[config.mk]
export PLATFORM = sky130hd
export DESIGN_NAME = datapath_mc_flat
export DESIGN_NICKNAME = d
export VERILOG_FILES = /design/src/rtl/datapath_mc_if.sv /design/src/rtl/datapath_mc.sv /design/src/flat_wrapper.sv
export SDC_FILE = /design/constraint.sdc
export NUM_CORES = 1
export LEC_CHECK = 0
export CORE_ASPECT_RATIO = 0.7
export CORE_MARGIN = 5
export CORE_UTILIZATION = 60
export CTS_CLUSTER_DIAMETER = 40
export DETAILED_ROUTE_END_ITERATION = 8
export PLACE_DENSITY_LB_ADDON = 0.1
export SLEW_MARGIN = 20
export SYNTH_ARGS = -nofsm -noshare
export SYNTH_HDL_FRONTEND = slang
export SYNTH_SLANG_ARGS = --single-unit
[constraint.sdc]
create_clock -name Clk -period 14.3 [get_ports Clk]
set_clock_uncertainty 0.1 [all_clocks]
set_input_delay 2.86 -clock Clk [delete_from_list [all_inputs] [get_ports Clk]]
set_output_delay 2.86 -clock Clk [all_outputs]
set_load 0.005 [all_outputs]
[src/rtl/datapath_mc_if.sv]
// Control and status bundle between the control FSM (master) and the datapath (slave).
// The control FSM drives the load, gate and mux selects; the datapath returns register contents and multiplier status.
interface datapath_mc_if #(
    parameter int WIDTH = 16
);
    logic             LD_MAR;
    logic             LD_MDR;
    logic             LD_IR;
    logic             LD_BEN;
    logic             LD_CC;
    logic             LD_REG;
    logic             LD_PC;
    logic             GatePC;
    logic             GateMDR;
    logic             GateALU;
    logic             GateMARMUX;
    logic [1:0]       PCMUX;
    logic [1:0]       ADDR2MUX;
    logic             ADDR1MUX;
    logic             DRMUX;
    logic             SR1MUX;
    logic             SR2MUX;
    logic [2:0]       ALUK;
    logic             ALU_Start;
    logic             MIO_EN;
    logic [WIDTH-1:0] MDR_In;
    logic [WIDTH-1:0] MAR;
    logic [WIDTH-1:0] MDR;
    logic [WIDTH-1:0] IR;
    logic [WIDTH-1:0] PC;
    logic [2:0]       NZP;
    logic             BEN;
    logic             ALU_Busy;
    logic             ALU_Done;

    modport master (
        output LD_MAR, LD_MDR, LD_IR, LD_BEN, LD_CC, LD_REG, LD_PC,
        output GatePC, GateMDR, GateALU, GateMARMUX,
        output PCMUX, ADDR2MUX, ADDR1MUX, DRMUX, SR1MUX, SR2MUX, ALUK,
        output ALU_Start, MIO_EN, MDR_In,
        input  MAR, MDR, IR, PC, NZP, BEN, ALU_Busy, ALU_Done
    );

    modport slave (
        input  LD_MAR, LD_MDR, LD_IR, LD_BEN, LD_CC, LD_REG, LD_PC,
        input  GatePC, GateMDR, GateALU, GateMARMUX,
        input  PCMUX, ADDR2MUX, ADDR1MUX, DRMUX, SR1MUX, SR2MUX, ALUK,
        input  ALU_Start, MIO_EN, MDR_In,
        output MAR, MDR, IR, PC, NZP, BEN, ALU_Busy, ALU_Done
    );
endinterface

[src/rtl/datapath_mc.sv]
// LC-3-style WIDTH-bit datapath with a shift-add multiplier; single-cycle register loads, MUL done WIDTH+1 edges after start.
// No backpressure: the control FSM sequences everything; ALU_Start while the multiplier is busy is dropped.
module datapath_mc #(
    parameter int WIDTH = 16,
    parameter int NREG  = 8
) (
    input  logic         Clk,
    input  logic         Reset,
    datapath_mc_if.slave dp
);
    if (WIDTH < 16 || NREG != 8) begin : g_bad_param
        $error("datapath_mc: WIDTH must be >= 16 and NREG must be 8");
    end

    localparam int CW = $clog2(WIDTH + 1);

    typedef enum logic [1:0] {
        MUL_IDLE,
        MUL_RUN,
        MUL_DONE
    } mul_state_e;

    logic [WIDTH-1:0] pc_q, pc_d;
    logic [WIDTH-1:0] mar_q, mar_d;
    logic [WIDTH-1:0] mdr_q, mdr_d;
    logic [WIDTH-1:0] ir_q, ir_d;
    logic [WIDTH-1:0] rf_q [NREG];
    logic [WIDTH-1:0] rf_d [NREG];
    logic [2:0]       nzp_q, nzp_d;
    logic             ben_q, ben_d;

    mul_state_e       state_q, state_d;
    logic [WIDTH-1:0] mul_a_q, mul_a_d;
    logic [WIDTH-1:0] mul_b_q, mul_b_d;
    logic [WIDTH-1:0] acc_q, acc_d;
    logic [WIDTH-1:0] res_q, res_d;
    logic [CW-1:0]    cnt_q, cnt_d;

    logic [2:0]       sr1_idx, sr2_idx, dr_idx;
    logic [WIDTH-1:0] sr1_val, sr2mux_val;
    logic [WIDTH-1:0] sext5, sext6, sext9, sext11;
    logic [WIDTH-1:0] addr1_val, addr2_val, addr_sum;
    logic [WIDTH-1:0] alu_val, bus_val, pc_next;
    logic             mul_start;
    logic             unused_ir;

    assign unused_ir = ^ir_q[WIDTH-1:12];

    assign sext5  = {{(WIDTH-5){ir_q[4]}},   ir_q[4:0]};
    assign sext6  = {{(WIDTH-6){ir_q[5]}},   ir_q[5:0]};
    assign sext9  = {{(WIDTH-9){ir_q[8]}},   ir_q[8:0]};
    assign sext11 = {{(WIDTH-11){ir_q[10]}}, ir_q[10:0]};

    always_comb begin
        sr1_idx    = dp.SR1MUX ? ir_q[8:6] : ir_q[11:9];
        sr2_idx    = ir_q[2:0];
        dr_idx     = dp.DRMUX ? ir_q[11:9] : 3'd7;
        sr1_val    = rf_q[sr1_idx];
        sr2mux_val = dp.SR2MUX ? sext5 : rf_q[sr2_idx];
        addr1_val  = dp.ADDR1MUX ? sr1_val : pc_q;
        case (dp.ADDR2MUX)
            2'd0:    addr2_val = '0;
            2'd1:    addr2_val = sext6;
            2'd2:    addr2_val = sext9;
            default: addr2_val = sext11;
        endcase
        addr_sum = addr1_val + addr2_val;
        case (dp.ALUK)
            3'd0:    alu_val = sr1_val + sr2mux_val;
            3'd1:    alu_val = sr1_val & sr2mux_val;
            3'd2:    alu_val = ~sr1_val;
            3'd4:    alu_val = res_q;
            default: alu_val = sr1_val;
        endcase
        if (dp.GateMARMUX)   bus_val = addr_sum;
        else if (dp.GatePC)  bus_val = pc_q;
        else if (dp.GateALU) bus_val = alu_val;
        else if (dp.GateMDR) bus_val = mdr_q;
        else                 bus_val = '0;
        case (dp.PCMUX)
            2'd0:    pc_next = pc_q + 1'b1;
            2'd1:    pc_next = addr_sum;
            2'd2:    pc_next = bus_val;
            default: pc_next = {{(WIDTH-1){1'b0}}, 1'b1};
        endcase
    end

    always_comb begin
        pc_d  = dp.LD_PC  ? pc_next : pc_q;
        mar_d = dp.LD_MAR ? bus_val : mar_q;
        mdr_d = mdr_q;
        if (dp.LD_MDR) mdr_d = dp.MIO_EN ? dp.MDR_In : bus_val;
        ir_d  = dp.LD_IR  ? bus_val : ir_q;
        rf_d  = rf_q;
        if (dp.LD_REG) rf_d[dr_idx] = bus_val;
        nzp_d = nzp_q;
        if (dp.LD_CC) begin
            if (bus_val[WIDTH-1])  nzp_d = 3'b100;
            else if (bus_val == '0) nzp_d = 3'b010;
            else                   nzp_d = 3'b001;
        end
        // BEN sees the pre-edge NZP even when LD_CC fires in the same cycle.
        ben_d = dp.LD_BEN ? |(ir_q[11:9] & nzp_q) : ben_q;
    end

    assign mul_start = dp.ALU_Start && (dp.ALUK == 3'd4);

    always_comb begin
        state_d = state_q;
        mul_a_d = mul_a_q;
        mul_b_d = mul_b_q;
        acc_d   = acc_q;
        cnt_d   = cnt_q;
        res_d   = res_q;
        case (state_q)
            MUL_RUN: begin
                if (cnt_q == CW'(WIDTH)) begin
                    res_d   = acc_q;
                    state_d = MUL_DONE;
                end else begin
                    if (mul_b_q[0]) acc_d = acc_q + mul_a_q;
                    mul_a_d = mul_a_q << 1;
                    mul_b_d = mul_b_q >> 1;
                    cnt_d   = cnt_q + 1'b1;
                end
            end
            default: begin
                // DONE falls back to IDLE but may also take a start on its final edge.
                state_d = MUL_IDLE;
                if (mul_start) begin
                    mul_a_d = sr1_val;
                    mul_b_d = sr2mux_val;
                    acc_d   = '0;
                    cnt_d   = '0;
                    state_d = MUL_RUN;
                end
            end
        endcase
    end

    always_ff @(posedge Clk) begin
        if (Reset) begin
            pc_q    <= '0;
            mar_q   <= '0;
            mdr_q   <= '0;
            ir_q    <= '0;
            for (int i = 0; i < NREG; i++) rf_q[i] <= '0;
            nzp_q   <= 3'b010;
            ben_q   <= 1'b0;
            state_q <= MUL_IDLE;
            mul_a_q <= '0;
            mul_b_q <= '0;
            acc_q   <= '0;
            cnt_q   <= '0;
            res_q   <= '0;
        end else begin
            pc_q    <= pc_d;
            mar_q   <= mar_d;
            mdr_q   <= mdr_d;
            ir_q    <= ir_d;
            rf_q    <= rf_d;
            nzp_q   <= nzp_d;
            ben_q   <= ben_d;
            state_q <= state_d;
            mul_a_q <= mul_a_d;
            mul_b_q <= mul_b_d;
            acc_q   <= acc_d;
            cnt_q   <= cnt_d;
            res_q   <= res_d;
        end
    end

    assign dp.MAR      = mar_q;
    assign dp.MDR      = mdr_q;
    assign dp.IR       = ir_q;
    assign dp.PC       = pc_q;
    assign dp.NZP      = nzp_q;
    assign dp.BEN      = ben_q;
    assign dp.ALU_Busy = (state_q != MUL_IDLE);
    assign dp.ALU_Done = (state_q == MUL_DONE);
endmodule

[src/flat_wrapper.sv]
// flat-port wrapper written by rule: the top's interface ports become plain ports
module datapath_mc_flat 
#(
    parameter int WIDTH = 16,
    parameter int NREG  = 8
)
  (Clk, Reset, dp_LD_MAR, dp_LD_MDR, dp_LD_IR, dp_LD_BEN, dp_LD_CC, dp_LD_REG, dp_LD_PC, dp_GatePC, dp_GateMDR, dp_GateALU, dp_GateMARMUX, dp_PCMUX, dp_ADDR2MUX, dp_ADDR1MUX, dp_DRMUX, dp_SR1MUX, dp_SR2MUX, dp_ALUK, dp_ALU_Start, dp_MIO_EN, dp_MDR_In, dp_MAR, dp_MDR, dp_IR, dp_PC, dp_NZP, dp_BEN, dp_ALU_Busy, dp_ALU_Done);
  datapath_mc_if #(.WIDTH(WIDTH)) dp_i ();
  input  logic Clk;
  input  logic Reset;
  input wire logic [$bits(dp_i.LD_MAR)-1:0] dp_LD_MAR;
  input wire logic [$bits(dp_i.LD_MDR)-1:0] dp_LD_MDR;
  input wire logic [$bits(dp_i.LD_IR)-1:0] dp_LD_IR;
  input wire logic [$bits(dp_i.LD_BEN)-1:0] dp_LD_BEN;
  input wire logic [$bits(dp_i.LD_CC)-1:0] dp_LD_CC;
  input wire logic [$bits(dp_i.LD_REG)-1:0] dp_LD_REG;
  input wire logic [$bits(dp_i.LD_PC)-1:0] dp_LD_PC;
  input wire logic [$bits(dp_i.GatePC)-1:0] dp_GatePC;
  input wire logic [$bits(dp_i.GateMDR)-1:0] dp_GateMDR;
  input wire logic [$bits(dp_i.GateALU)-1:0] dp_GateALU;
  input wire logic [$bits(dp_i.GateMARMUX)-1:0] dp_GateMARMUX;
  input wire logic [$bits(dp_i.PCMUX)-1:0] dp_PCMUX;
  input wire logic [$bits(dp_i.ADDR2MUX)-1:0] dp_ADDR2MUX;
  input wire logic [$bits(dp_i.ADDR1MUX)-1:0] dp_ADDR1MUX;
  input wire logic [$bits(dp_i.DRMUX)-1:0] dp_DRMUX;
  input wire logic [$bits(dp_i.SR1MUX)-1:0] dp_SR1MUX;
  input wire logic [$bits(dp_i.SR2MUX)-1:0] dp_SR2MUX;
  input wire logic [$bits(dp_i.ALUK)-1:0] dp_ALUK;
  input wire logic [$bits(dp_i.ALU_Start)-1:0] dp_ALU_Start;
  input wire logic [$bits(dp_i.MIO_EN)-1:0] dp_MIO_EN;
  input wire logic [$bits(dp_i.MDR_In)-1:0] dp_MDR_In;
  output wire logic [$bits(dp_i.MAR)-1:0] dp_MAR;
  output wire logic [$bits(dp_i.MDR)-1:0] dp_MDR;
  output wire logic [$bits(dp_i.IR)-1:0] dp_IR;
  output wire logic [$bits(dp_i.PC)-1:0] dp_PC;
  output wire logic [$bits(dp_i.NZP)-1:0] dp_NZP;
  output wire logic [$bits(dp_i.BEN)-1:0] dp_BEN;
  output wire logic [$bits(dp_i.ALU_Busy)-1:0] dp_ALU_Busy;
  output wire logic [$bits(dp_i.ALU_Done)-1:0] dp_ALU_Done;
  assign dp_i.LD_MAR = dp_LD_MAR;
  assign dp_i.LD_MDR = dp_LD_MDR;
  assign dp_i.LD_IR = dp_LD_IR;
  assign dp_i.LD_BEN = dp_LD_BEN;
  assign dp_i.LD_CC = dp_LD_CC;
  assign dp_i.LD_REG = dp_LD_REG;
  assign dp_i.LD_PC = dp_LD_PC;
  assign dp_i.GatePC = dp_GatePC;
  assign dp_i.GateMDR = dp_GateMDR;
  assign dp_i.GateALU = dp_GateALU;
  assign dp_i.GateMARMUX = dp_GateMARMUX;
  assign dp_i.PCMUX = dp_PCMUX;
  assign dp_i.ADDR2MUX = dp_ADDR2MUX;
  assign dp_i.ADDR1MUX = dp_ADDR1MUX;
  assign dp_i.DRMUX = dp_DRMUX;
  assign dp_i.SR1MUX = dp_SR1MUX;
  assign dp_i.SR2MUX = dp_SR2MUX;
  assign dp_i.ALUK = dp_ALUK;
  assign dp_i.ALU_Start = dp_ALU_Start;
  assign dp_i.MIO_EN = dp_MIO_EN;
  assign dp_i.MDR_In = dp_MDR_In;
  assign dp_MAR = dp_i.MAR;
  assign dp_MDR = dp_i.MDR;
  assign dp_IR = dp_i.IR;
  assign dp_PC = dp_i.PC;
  assign dp_NZP = dp_i.NZP;
  assign dp_BEN = dp_i.BEN;
  assign dp_ALU_Busy = dp_i.ALU_Busy;
  assign dp_ALU_Done = dp_i.ALU_Done;
  datapath_mc #(.WIDTH(WIDTH), .NREG(NREG)) u_core (.Clk(Clk), .Reset(Reset), .dp(dp_i));
endmodule
==> results of run 1 <==
==> worst paths after layout <==
check	from	end	slack, ps	depth (start not counted)
worst min register to register	u_core.dp.MAR[10]	u_core.dp.MAR[10]	380	2
worst max register to register	u_core.dp.IR[11]	u_core.dp.NZP[0]	8140	17
worst max-delay path	dp_SR1MUX	u_core.dp.NZP[0]	5570	18
worst min-delay path	u_core.dp.MAR[10]	u_core.dp.MAR[10]	380	2
==> state kept, by name (all words and copies together), names as in the netlist <==
register	cells
u_core.dp.IR	16
u_core.res_q	16
u_core.mul_b_q	16
u_core.rf_q	128
u_core.state_q	2
u_core.dp.PC	16
u_core.acc_q	16
u_core.dp.MAR	16
u_core.cnt_q	5
u_core.mul_a_q	16
u_core.dp.BEN	1
u_core.dp.MDR	16
u_core.dp.NZP	3
==> per-stage QoR <==
stage	setup slack [ps]	total power, mW	utilization [%]	std cells
floorplan	7210	1.10	-	1848
global placement	5050	1.25	66.2	2191
detailed placement	4940	1.26	66.2	2191
CTS	5420	2.09	70.5	2247
global route	5330	2.17	70.6	2248
finish	5570	2.10	70.6	2248
==> kinds of logic (layout without fill, tap and decap cells) <==
group / count (synthesis) / in the layout
XOR/XNOR: 52 / 52
AO/OA/AOI/OAI: 510 / 510
multiplexers: 181 / 181
AND/OR/NAND/NOR: 591 / 591
buffers and inverters: 195 / 238
adder cells (fa/ha/maj): 52 / 52
flip-flops: 267 / 267
==> worst max-delay path, stage by stage <==
cell and delay (ps):
clkdlybuf4s50_1 690, mux2i_4 280, buf_4 510, mux4_2 580, mux2i_1 470, inv_1 130, ha_1 260, fa_1 490
a21o_1 210, a311o_1 400, a2111oi_2 390, nor2_1 150, a31oi_1 220, xnor2_1 150, a211oi_4 700, nand3_1 170
nor3_2 230, o32ai_1 110
==> cells in the final DEF (no fill, tap or decap), types with 31 or more instances in the layout <==
master / synthesis / routed
a211oi_1: 199 / 199
a21oi_1: 121 / 121
buf_4: 3 / 35
clkbuf_16: 0 / 31
clkdlybuf4s50_1: 0 / 109
dfxtp_1: 267 / 265
ha_1: 49 / 49
mux2i_1: 108 / 108
mux4_2: 57 / 57
nand2_1: 84 / 84
nand3_1: 31 / 31
nor2_1: 356 / 350
o21ai_0: 64 / 64
xnor2_1: 33 / 33
==> layout make-up <==
cell class	instances	area (um2)
Clock inverter	16	221
Inverter	34	128
Clock buffer	40	880
Timing Repair Buffer	148	1400
Sequential cell	267	5350
Multi-Input combinational cell	1386	9890
Fill cell	2080	7620
Tap cell	357	447
==> routing by layer <==
metal,vias up,wire (um),GRT usage [%]
li1,6804,-,-
met1,6950,23000,50.1
met2,793,21100,47.3
met3,97,5880,7.34
met4,0,1920,10.4
met5,-,0,0
==> where the power goes <==
group	switching, mW	internal [mW]	leakage, nW
clock	0.333	0.510	0.535
sequential	0.0385	0.776	2.17
combinational	0.269	0.173	4.39
total	0.641	1.46	7.10
==> out/results.txt, run 1 <==
The final cycle utilization of the critical path is 61.0%. Of all cell types, the one taking the most synthesized area is dfxtp_1. Once the clock tree was built, the resizer swapped 0 gates to a different size. At the later pin of the worst-skew pair, clock insertion delay measures 570 ps. In this run the count of I/O pins placed on the die edge is 112. TritonCTS built the clock tree.

The run gives 25,900 um2 as the core area. The count of nets left with antenna violations once routing finished came out at 0. The routed design could run at a clock period as short as 8730 ps. The share of the Yosys chip area taken by registers is 33.5%. The run gives 1,848 as the cell count after synthesis.

The maximum VDD drop was 0.117 mV. Setup violations remaining at the end of the flow were counted as 0. Most instantiated library cell after synthesis: nor2_1. Via-per-instance ratio: 6.51. The CTS clock-pin slew for the worst setup and hold paths is 70 ps. For the post-route cell area, the log shows 18,300 um2.

The dominant combinational cell family by area after synthesis was compound AO/OA/AOI/OAI gates. The commonest cells after synthesis are 356 x nor2_1, 267 x dfxtp_1, 199 x a211oi_1. For this block, the routed nets add up to 51.9 mm of wire. The run gives 0 as the number of hold-repair buffers added at the cts stage. The checks that failed: DRC.

The critical setup path kind is input port to flip-flop. Measured against the total synthesized area, the mux share comes to 16.7%. When the netlist entered floorplanning its net count stood at 1,942.

Data on the critical path is required at its endpoint by 14,630 ps. STA classifies the critical path startpoint as an input port. For this run, the top clock speed supported by timing is 115 MHz. The number of global-route vias before repair was 13,155.

The tools report the relative slew slack as 22.7%. The count of unresolved DRC violations after routing was 1. The max-slew violation total from the final report came out at 0. The number of levels the H-tree was split into was 1; the die footprint was 30,000 um2. In the final design database the tool counted 1,961 nets. The max capacitance violation total is 0, and the share of the synthesized netlist area taken by xor and xnor gates is 2.85%. Buffers added to address setup during post-CTS repair amount to 0. The cell area after synthesis is 16,000 um2, and the number of port buffers is 111. The transition time at the pin with the least slew margin was 1160 ps. The post-synthesis to final-layout area growth was 14.8%.

The number of antenna diodes in the final layout is 0. The synthesized netlist contains 82 unique library cells. Entering global routing, the biggest net connects 164 pins.

Across every metal layer, demand over resource in global routing totals 33.2%. The maximum number of buffers from clock root to sink was 3; the cell area after placement was 17,200 um2. The length of the first detailed-routing pass in iterations came out at 8. Of the total synthesized cell area, the portion taken by AND, OR, NAND and NOR gates is 16.0%.

The flow ran to the end, but the final reports show violations. Setup repair after global routing left no endpoint under its margin. For this design, the sink count on the clock tree is 267. The final hold violation count was 0. The most used flip-flop cell after synthesis is dfxtp_1.

Clock tree synthesis selected as its root buffer the cell clkbuf_16. Cells with a size suffix above 1 make up 10.6% of the layout. The number of enable flip-flop cells after synthesis is 0, and the vias after detailed routing is 14,644. In this run, synthesis produced a sequential element count of 267. The first global-routing pass estimated 79.0 mm of wire. Routability-driven placement finished with a final weighted congestion of 0.948. Summed over all failing endpoints, the final setup total negative slack is 0 ps.

The first routing iteration left 1,642 violations. The initialized floorplan defines 49 standard-cell rows. Worst min-delay path class: flip-flop to flip-flop.

Mean area per synthesized cell: 8.63 um2. The fraction of the mapped netlist area in adder cells was 4.22%. From bottom edge to top edge, the die measures 146 um.

Dividing the detail-routed wire length by the instance count gives 23.1 um. Number of antenna violations at the first check in global routing: 0. Once the floorplan was initialized, standard cells occupied 61.5% of the core. The total clock buffers created by CTS is 30.

The share of flip-flops with an asynchronous set or reset after synthesis came out at 0%. In this run the static leakage power is 7.10 nW. Count of warnings emitted by yosys: 0. In the post-synthesis netlist, the biggest area contributors are dfxtp_1 34%, a211oi_1 9.4%, nor2_1 8.4%. The total congestion overflow after global routing is 0, and the final hold slack is 384 ps. The width of the chip is 205 um, and the endpoint arrival time on the critical path is 9050 ps. The worst setup path is captured at a flip-flop. In this run the biggest area consumer among cell types represents 33.5% of the synthesized area.

The power per unit of standard cell area is 115 nW/um2, and the peak fanout along the critical path is 25. The area fraction in compound gates after synthesis was 21.7%; the half-perimeter wire length after detailed placement was 35.8 mm.
Note: power is estimated with default switching activity, not from simulation.
==> inputs of run 2 (changes only) <==
==> constraint.sdc (replaced) <==
create_clock -name Clk -period 8.7 [get_ports Clk]
set_clock_uncertainty 0.1 [all_clocks]
set_input_delay 1.74 -clock Clk [delete_from_list [all_inputs] [get_ports Clk]]
set_output_delay 1.74 -clock Clk [all_outputs]
set_load 0.005 [all_outputs]
==> run 2 against run 1 <==
The run now ends clean. Via count is 1.2% higher. Critical path depth decreased by 1. Sequential share of layout area grew 0.098 points. Worst setup slack worse by 3900 ps. First-iteration DRC count rose by 4.0%. Critical endpoint unchanged. Highest routed layer is now met5.
==> out/results.txt, run 2 (synthesis gave the netlist of run 1 again) <==
The flow ran to the end, and the final reports show no timing, DRC or antenna violations. The run gives 0 (unchanged) as the max capacitance violation total. TritonCTS built the clock tree. Overall routing resource usage: 34.1% (+0.90 points).

The worst setup path is launched from an input port. The total clock buffers created by CTS was 31 (+3.3%); the static leakage was 7.09 nW (-0.15%). The post-synthesis to final-layout area growth came out at 14.4%.

The signal on the critical path passes through clkdlybuf4s50_1 > mux2i_4 > buf_4 > mux2i_1 > inv_1 > ha_1 > fa_1 > a21o_1 > a311o_1 > a2111oi_2 > nor2_1 > xnor2_1 > o221ai_1 > a31oi_1 > nand3_1 > nor3_2 > o32ai_1. The width of the chip was 205 um (unchanged). Number of levels the H-tree was split into: 1 (unchanged). The power per unit of standard cell area came out at 183 nW/um2 (+59%). The count of final setup violators was 0 (unchanged); the length of the first detailed-routing pass in iterations was 6 (-2).

The root buffer cell is clkbuf_16. The top-level port count was 112 (unchanged); the number of antenna violations at the first check in global routing was 1 (+1). The number of port buffers came out at 111 (unchanged).

The maximum VDD drop is 0.176 mV (+51%), and the final hold violation count is 0 (unchanged). The most critical setup path has its startpoint at dp_SR1MUX. The number of sinks handled by clock tree synthesis is 267 (unchanged). The clock period minus final worst setup slack works out to 7070 ps.

The post-cts repair resize count is 0 (unchanged). The flip-flop count of the largest register, all copies and words added came out at 128 (unchanged). The overall routed net length came out at 52.8 mm (+1.7%).

The vias after detailed routing is 14,816 (+1.2%). The run gives 165 (+0.61%) as the maximum number of pins on one net before global-route repair. Leaving out fill and tap cells, the most frequent cell in the layout is nor2_1.

The register bank with the most flops is u_core.rf_q. The run gives 0 (unchanged) as the max-slew violation total from the final report. The peak fanout along the critical path came out at 10 (-60%).

The number of global-route vias before repair is 13,476 (+2.4%), and the core area is 25,900 um2 (unchanged). The final weighted congestion in routability-driven placement is 0.987 (+4.2%). The run gives 3.33 mW (+59%) as the total power draw. The transition time at the pin with the least slew margin was 1140 ps (-19.7 ps). For the half-perimeter wire length after detailed placement, the log shows 36.6 mm (+2.4%). The antenna cell count is 0 (unchanged), and the maximum number of buffers from clock root to sink is 3 (unchanged).

The post-placement setup slack came out at 1150 ps (-3780 ps). Setup repair after global routing left no endpoint under its margin. The summed negative setup slack over all endpoints came out at 0 ps (unchanged). The area taken by flip-flops and latches is 5350 um2 (unchanged), and the height of the die is 146 um (unchanged). The number of hold-repair buffers added at the cts stage is 0 (unchanged), and the endpoint arrival time on the critical path is 7380 ps (-1670 ps).

Number of nets in the finished design: 1,973 (+0.61%). Timing would allow up to 142 MHz. The count of unresolved DRC violations after routing is 0 (-1), and the CTS clock-pin slew for the worst setup and hold paths is 60 ps (about the same).

The share of layout cells above drive strength 1 was 10.9% (+0.35 points). The clock network latency to the later pin of the worst-skew pair is 580 ps (about the same), and the detailed-route wire length per cell is 23.3 um (+1.1%). The top cell types in the final layout, fill and taps aside, are 350 x nor2_1, 265 x dfxtp_1, 199 x a211oi_1, 121 x a21oi_1, 109 x clkdlybuf4s50_1. The relative slew slack is 24.0% (+1.3 points). The cell type of the slowest stage on the worst timing path was clkdlybuf4s50_1. Longest individual stage delay on the worst path: 700 ps (about the same). The tools report the post-CTS setup buffer count as 0 (unchanged). The worst register-to-register path begins at u_core.dp.IR[9]. The count of filler cells inserted in the layout came out at 2,061 (-0.91%). The logs give 61.5% (unchanged) for the starting utilization of the core area and 49 (unchanged) for the total number of placement rows. The total congestion overflow after global routing is 0 (unchanged). Critical setup path kind: input port to flip-flop.

The run gives 1,708 (+4.0%) as the starting DRC count in detailed routing. Worst min-delay path class: flip-flop to flip-flop. The element type at the critical path end is a flip-flop.

The tools report the startpoint of the worst hold path as u_core.dp.MAR[3]. Dividing the final minimum period by the clock period gives 81.2%. The global-route wire length before repair is 81.3 mm (+2.8%). The run gives 1630 ps (-3940 ps) as the final worst-path setup slack.

The final hold slack came out at 384 ps (+0.0180 ps). The worst reg2reg path depth was 16 (-1); the required time at the endpoint of the critical path was 9010 ps (-5620 ps). The run gives 30,000 um2 (unchanged) as the die footprint. For the multi-input gate area in the final layout, the log shows 9870 um2 (-0.23%).

The cell count of the worst hold path was 2 (unchanged); the residual antenna-violating net count after detailed routing was 0 (unchanged). The via-per-instance ratio was 6.55 (+0.59%).
## run 2: cell count changes in the layout (fill, tap and decap cells not counted), moves of 2 or more
cell and change:
inv_8 -2, a211oi_2 +2, bufinv_16 -4, clkinv_2 +2
a211oi_4 -2, inv_6 +6, clkbuf_8 -5, buf_4 +12
clkbuf_1 +4
## run 2: critical path: cells and delay by family
kind,cells,cell delay [ps]
muxes,2,1140
buffers and inverters,3,1200
AOI/OAI and AO/OA,6,1860
xor gates and xnor gates,1,150
adders and majority gates,2,750
and+or+nand+nor,3,530
## run 2: metal layers
layer  track usage, %  wire length (um)
met1             51.4             23200
met2             47.5             21500
met3             9.33              6210
met4             10.3              1780
met5                0                14
## run 2: metrics by stage
stage,instance area (um2),instances,util (%)
6_report,18200,2261,70.4
5_1_grt,18200,2261,70.4
4_1_cts,18200,2261,70.3
3_5_place_dp,17300,2203,66.5
3_3_place_gp,17300,2203,66.5
2_1_floorplan,16000,1848,-
## run 2: path summary, 6_finish.rpt
check	endpoint	slack, ps
setup reg to reg	u_core.dp.NZP[0]	3050
setup / recovery	u_core.dp.NZP[0]	1630
hold / removal	u_core.dp.MAR[3]	380
hold reg to reg	u_core.dp.MAR[3]	380
## run 2: report_power, final
group	leakage, nW	internal [mW]	switching [mW]
clock	0.477	0.691	0.559
sequential	2.17	1.28	0.0650
combinational	4.44	0.293	0.448
## run 2: final cells by class
cell class / count / area share (%)
Tap cell: 357 / 2.45
Sequential cell: 267 / 29.3
Timing Repair Buffer: 159 / 8.08
Clock inverter: 19 / 0.864
Clock buffer: 39 / 4.53
Multi-Input combinational cell: 1386 / 54.1
Inverter: 34 / 0.699
